[config.mk]
export PLATFORM = sky130hd
export DESIGN_NAME = bullet_pool_ctrl
export DESIGN_NICKNAME = d
export VERILOG_FILES = /design/src/rtl/bullet_pool_ctrl.sv
export SDC_FILE = /design/constraint.sdc
export NUM_CORES = 1
export LEC_CHECK = 0
export ABC_AREA = 1
export ABC_CLOCK_PERIOD_IN_PS = 4500
export CORE_MARGIN = 2
export CORE_UTILIZATION = 45
export DETAILED_ROUTE_END_ITERATION = 10
export PLACE_DENSITY = 0.74
export SLEW_MARGIN = 10
export SYNTH_ARGS = -nofsm -noshare
export SYNTH_HDL_FRONTEND = slang
export SYNTH_SLANG_ARGS = --single-unit
[constraint.sdc]
create_clock -name iVGA_CLK -period 4.5 [get_ports iVGA_CLK]
set_clock_uncertainty 0.1 [all_clocks]
set_input_delay 1.125 -clock iVGA_CLK [delete_from_list [all_inputs] [get_ports iVGA_CLK]]
set_output_delay 1.125 -clock iVGA_CLK [all_outputs]
set_load 0.005 [all_outputs]
[src/rtl/bullet_pool_ctrl.sv]
// Eight-slot bullet pool: allocates shots on fire edges and moves live bullets
// up by STEP once per accepted frame tick, one slot per cycle.
module bullet_pool_ctrl #(
    parameter int unsigned STEP     = 5,
    parameter int unsigned X_OFFSET = 8,
    parameter int unsigned COOLDOWN = 12
) (
    input  logic        iVGA_CLK,
    input  logic        iRST_n,
    input  logic        frame_tick,
    input  logic        fire,
    input  logic        pause,
    input  logic [9:0]  ship_x,
    input  logic [8:0]  ship_y,
    input  logic [2:0]  rd_idx,
    output logic [9:0]  rd_x,
    output logic [8:0]  rd_y,
    output logic        rd_active,
    output logic [7:0]  active_mask,
    output logic        fire_ack,
    output logic        fire_drop,
    output logic        busy
);

    localparam int unsigned NSLOT = 8;
    localparam int unsigned XW    = 10;
    localparam int unsigned YW    = 9;
    localparam int unsigned IW    = 3;
    localparam int unsigned CW    = 8;

    typedef enum logic {IDLE, SWEEP} state_t;

    state_t          state;
    logic [XW-1:0]   slot_x [NSLOT];
    logic [YW-1:0]   slot_y [NSLOT];
    logic [IW-1:0]   idx;
    logic [CW-1:0]   cooldown;
    logic            fire_q;
    logic            fire_pend;
    logic            tick_pend;

    logic            fire_rise_c;
    logic            tick_in_c;
    logic            start_c;
    logic            alloc_c;
    logic            drop_c;
    logic            free_found_c;
    logic [IW-1:0]   free_idx_c;

    assign rd_x      = slot_x[rd_idx];
    assign rd_y      = slot_y[rd_idx];
    assign rd_active = active_mask[rd_idx];

    assign fire_rise_c = fire & ~fire_q & ~pause;
    assign tick_in_c   = frame_tick & ~pause;

    // Lowest-numbered inactive slot wins allocation.
    always_comb begin
        free_found_c = 1'b0;
        free_idx_c   = '0;
        for (int i = NSLOT - 1; i >= 0; i--) begin
            if (!active_mask[i]) begin
                free_found_c = 1'b1;
                free_idx_c   = IW'(i);
            end
        end
    end

    // Sweep always beats a pending shot; shots only resolve in IDLE with cooldown expired.
    assign start_c = (state == IDLE) && tick_pend;
    assign alloc_c = (state == IDLE) && !tick_pend && fire_pend && !pause
                     && (cooldown == '0) && free_found_c;
    assign drop_c  = (state == IDLE) && !tick_pend && fire_pend && !pause
                     && (cooldown == '0) && !free_found_c;

    always_ff @(posedge iVGA_CLK or negedge iRST_n) begin
        if (!iRST_n) begin
            state       <= IDLE;
            idx         <= '0;
            cooldown    <= '0;
            fire_q      <= 1'b0;
            fire_pend   <= 1'b0;
            tick_pend   <= 1'b0;
            active_mask <= '0;
            fire_ack    <= 1'b0;
            fire_drop   <= 1'b0;
            busy        <= 1'b0;
            for (int i = 0; i < NSLOT; i++) begin
                slot_x[i] <= '0;
                slot_y[i] <= '0;
            end
        end else begin
            fire_q    <= fire;
            fire_ack  <= alloc_c;
            fire_drop <= drop_c;
            tick_pend <= tick_in_c | (tick_pend & ~start_c);
            if (pause)
                fire_pend <= 1'b0;
            else
                fire_pend <= fire_rise_c | (fire_pend & ~(alloc_c | drop_c));

            case (state)
                IDLE: begin
                    if (start_c) begin
                        if (cooldown != '0)
                            cooldown <= cooldown - CW'(1);
                        idx   <= '0;
                        state <= SWEEP;
                        busy  <= 1'b1;
                    end else if (alloc_c) begin
                        slot_x[free_idx_c]      <= ship_x + XW'(X_OFFSET);
                        slot_y[free_idx_c]      <= ship_y;
                        active_mask[free_idx_c] <= 1'b1;
                        cooldown                <= CW'(COOLDOWN);
                    end
                end
                SWEEP: begin
                    // Bullets reaching the top retire instead of wrapping.
                    if (active_mask[idx]) begin
                        if (slot_y[idx] >= YW'(STEP))
                            slot_y[idx] <= slot_y[idx] - YW'(STEP);
                        else
                            active_mask[idx] <= 1'b0;
                    end
                    idx <= idx + IW'(1);
                    if (idx == IW'(NSLOT - 1)) begin
                        state <= IDLE;
                        busy  <= 1'b0;
                    end
                end
                default: state <= IDLE;
            endcase
        end
    end

endmodule

==> results by group <==
GRT
  • Largest net degree at the start of global routing: 79
  • Antenna violations before repair: 0
  • GR Overflow Total: 0
  • First-pass GRT wire length: about 54 mm
  • Vias in the first global route: 10300
  • GRT Total Usage: 27.6%

Power
  • Net Sw Power: about 0.0032 W
  • LEAKAGE: ~6.1 nW
  • Flop pwr share: slightly above 30%
  • Overall power: about 0.0066 W
  • Internal power: 0.00341 W
  • Comb pwr share: between 40% and 50%
  • Net Sw Frac: between 40% and 50%
  • PwrDens: roughly 550 nW/µm²
  • Clock share of power: a little under a quarter
  • IR drop worst, VDD: approximately 380 µV

Timing
  • Crit share post-route: between 90% and 100%
  • Fin. Hold Viols: 0
  • Setup violations, final: 0
  • Final TNS setup: 0 ps
  • Min Hold Slack: 379 ps
  • RSZ-0062 raised after global routing: no
  • Tmin final: around 4400 ps
  • Slew @ Worst Pin: between 800 and 900 ps
  • F_max: approximately 0.23 GHz
  • Worst setup margin: ~120 ps
  • Final slew viol count: 0
  • Worst rel slew slack: about two fifths

Logic synthesis
  • Sequential-to-total area share from yosys stat: 41.6%
  • Yosys reg bits: roughly 180
  • Gate Count Post-Synth: roughly 1500
  • FFs w/ async S/R, synth: 100%
  • Cell taking the most area after synthesis: dfrtp_1
  • Post-synth EDFFs: 0
  • Most used DFF post-synth: dfrtp_1
  • Most instantiated cells after synthesis: 551 x nand2_1, 178 x dfrtp_1, 148 x inv_1, 148 x o21ai_0, 145 x nand3_1
  • Synth warnings: 0
  • Post-synth cell types: 37
  • Post-synth top area share: between 40% and 50%
  • Count leader, synth: nand2_1
  • Ranking of synthesized cells by area: dfrtp_1 42%, nand2_1 19%, o21ai_0 6.9%
  • Synth Cell Area: approximately 11000 µm²
  • Avg Synthesized Cell Area: just under 7 µm²
  • Syn Nets: approximately 1600

Job
  • MaxCap Viol Count: 0

Worst setup path
  • CP max-delay cell: clkdlybuf4s50_1
  • R2r endpoint: slot_y[20]$_DFFE_PN0P_
  • Crit-path max FO: 48
  • Reg2Reg Depth: 16
  • Crit Path Category: input pin to output port
  • CP cell instances: clkdlybuf4s50_1 -> inv_1 -> buf_12 -> a21oi_1 -> o21ai_0 -> nand2_1 -> nor2_1 -> a31oi_1 -> clkdlybuf4s50_1
  • Critical path capture point type: output port
  • Worst R2R Start: idx[0]$_DFFE_PN0P_
  • Startpoint Class: input pin
  • CP most frequent cell: clkdlybuf4s50_1
  • Arrival @ worst endpoint: roughly 3200 ps
  • Worst stage delay on the critical path: 570 ps
  • R2R setup slack: about 950 ps
  • Worst EP required: 3270 ps

Placement
  • Place WS: 230 ps
  • Placed cell area: 11500 µm²
  • DPL Wire Length: roughly 24 mm
  • Final GP Congestion: between 0.9 and 1
  • I/O Buffers: between 50 and 60

Hold path
  • Min-delay src: slot_x[8]$_DFFE_PN0P_
  • Hold path endpoint: slot_x[8]$_DFFE_PN0P_
  • Hold depth: 2
  • Hold Crit Class: flop to flop

Clock tree
  • Num Clock Sinks: roughly 180
  • Post-CTS setup buffer count: 0
  • CTS clk-pin slew, worst paths: around 70 ps
  • H-tree levels: 4
  • Clock root cell: clkbuf_16
  • Total CTS buffers: 17
  • PostCTS Resize Cnt: 0
  • Clk buf depth: 2
  • Clock Latency Late Sink: approximately 450 ps
  • CTS tree: done
  • Count of hold-fix buffers inserted at cts: 0

Run status
  • Status: finished, final reports clean

Routing
  • Starting DRT DRC Count: ~1300
  • Router iterations before antenna repair: 6
  • Wire per inst: around 17 µm
  • Routed Antenna Nets: 0
  • DRC: 0
  • Total wire length: 33.4 mm
  • Total number of vias: between 10000 and 15000
  • Post-DR vias/cell: 5.63

Die
  • Die Y: between 150 and 200 µm
  • Core area: 23400 µm²
  • Initial Util: between 40% and 50%
  • Site row count: 56
  • Die area: ~25000 µm²
  • Die width: 158 µm
  • Ports: 58

Final layout
  • Layout cell share with drive strength beyond 1: under 10%
  • Antenna diodes: 0
  • Fin area: roughly 12000 µm²
  • Final-stage net count: between 1500 and 2000
  • FILL cells: 2355
  • Synthesis-to-finish area growth: 13.7%
[how the worst max path moves through the flow]
stage                     slack, ps  cells past startpoint      end      start
after floorplan                1030                      8  rd_x[8]  rd_idx[0]
after global placement          250                      9  rd_x[6]  rd_idx[1]
after detailed placement        230                      9  rd_x[8]  rd_idx[1]
after CTS                       210                      9  rd_x[8]  rd_idx[1]
after global routing            110                      8  rd_y[0]  rd_idx[1]
final                           120                      9  rd_x[8]  rd_idx[1]
[worst max-delay path, delay by kind of cell]
| family | cells | cell delay (ps) |
|---|---|---|
| buf+inv | 4 | 1370 |
| compound gates | 3 | 520 |
| simple gates | 2 | 120 |
[layer usage]
metal  track usage (%)  wire length (µm)  vias to the layer above  share of wire (%)
li1                  -                 -                     5100                  -
met3              4.76              2590                      135                7.8
met2              45.2             15400                      553                 46
met4              13.9              1830                        0                5.5
met5                 0                 0                        -                  0
met1              35.3             13500                     4991                 41
[cells in the final DEF, fill, tap and decap left out, drive strengths merged]
cell / synthesis / final
a221oi: 8 / 8
a21boi: 1 / 1
nor2: 127 / 127
o21a: 1 / 1
ha: 6 / 6
nand3b: 2 / 2
o21ai: 163 / 163
xnor2: 1 / 1
clkdlybuf4s50: 0 / 55
o31ai: 2 / 2
clkinv: 2 / 8
nand2: 556 / 556
or2: 1 / 1
inv: 155 / 164
nand4: 23 / 23
a21oi: 47 / 47
a31oi: 21 / 21
nand3: 152 / 152
clkbuf: 33 / 17
nor3: 3 / 3
dfrtp: 178 / 178
buf: 28 / 20
xor2: 5 / 5
o22ai: 33 / 33
[cell families (layout without fill, tap and decap cells)]
logic type | after synthesis | after routing | synth area share, %
AOI/OAI and AO/OA | 276 | 276 | 14.3
xor gates and xnor gates | 6 | 6 | 0.491
buffers and inverters | 218 | 264 | 8.82
and+or+nand+nor | 864 | 864 | 34.0
DFF | 178 | 178 | 41.6
adders and majority gates | 6 | 6 | 0.702
[area by class of cell]
cell class | count | area, µm² | area share (%)
clock buffer | 17 | 425 | 3.50
clock inverter | 15 | 198 | 1.63
inverter | 157 | 597 | 4.91
multi-input combinational | 1152 | 5300 | 43.6
sequential | 178 | 4450 | 36.6
tap | 319 | 399 | 3.28
timing repair buffer | 75 | 790 | 6.49
[flip-flops by register name, summed over array words and instances, names as in the netlist]
register,flops
slot_x,80
slot_y,72
active_mask,8
cooldown,8
idx,3
busy,1
fire_ack,1
fire_drop,1
fire_pend,1
fire_q,1
state,1
tick_pend,1
[stage by stage]
| stage | std cells | util [%] |
|---|---|---|
| final | 1913 | 52.0 |
| after global routing | 1913 | 52.0 |
| after CTS | 1913 | 52.0 |
| after detailed placement | 1881 | 49.3 |
| after global placement | 1881 | 49.3 |
| after floorplan | 1548 | - |
[power by group through the flow]
stage / sequential (W) / combinational (W) / clock, W
6_report: 0.00204 / 0.00303 / 0.00157
5_1_grt: 0.00206 / 0.00335 / 0.00165
2_1_floorplan: 0.00197 / 0.00229 / 0
3_5_place_dp: 0.00206 / 0.00296 / 0
4_1_cts: 0.00203 / 0.00297 / 0.00159
3_3_place_gp: 0.00206 / 0.00291 / 0
Note: power is estimated with default switching activity, not from simulation.
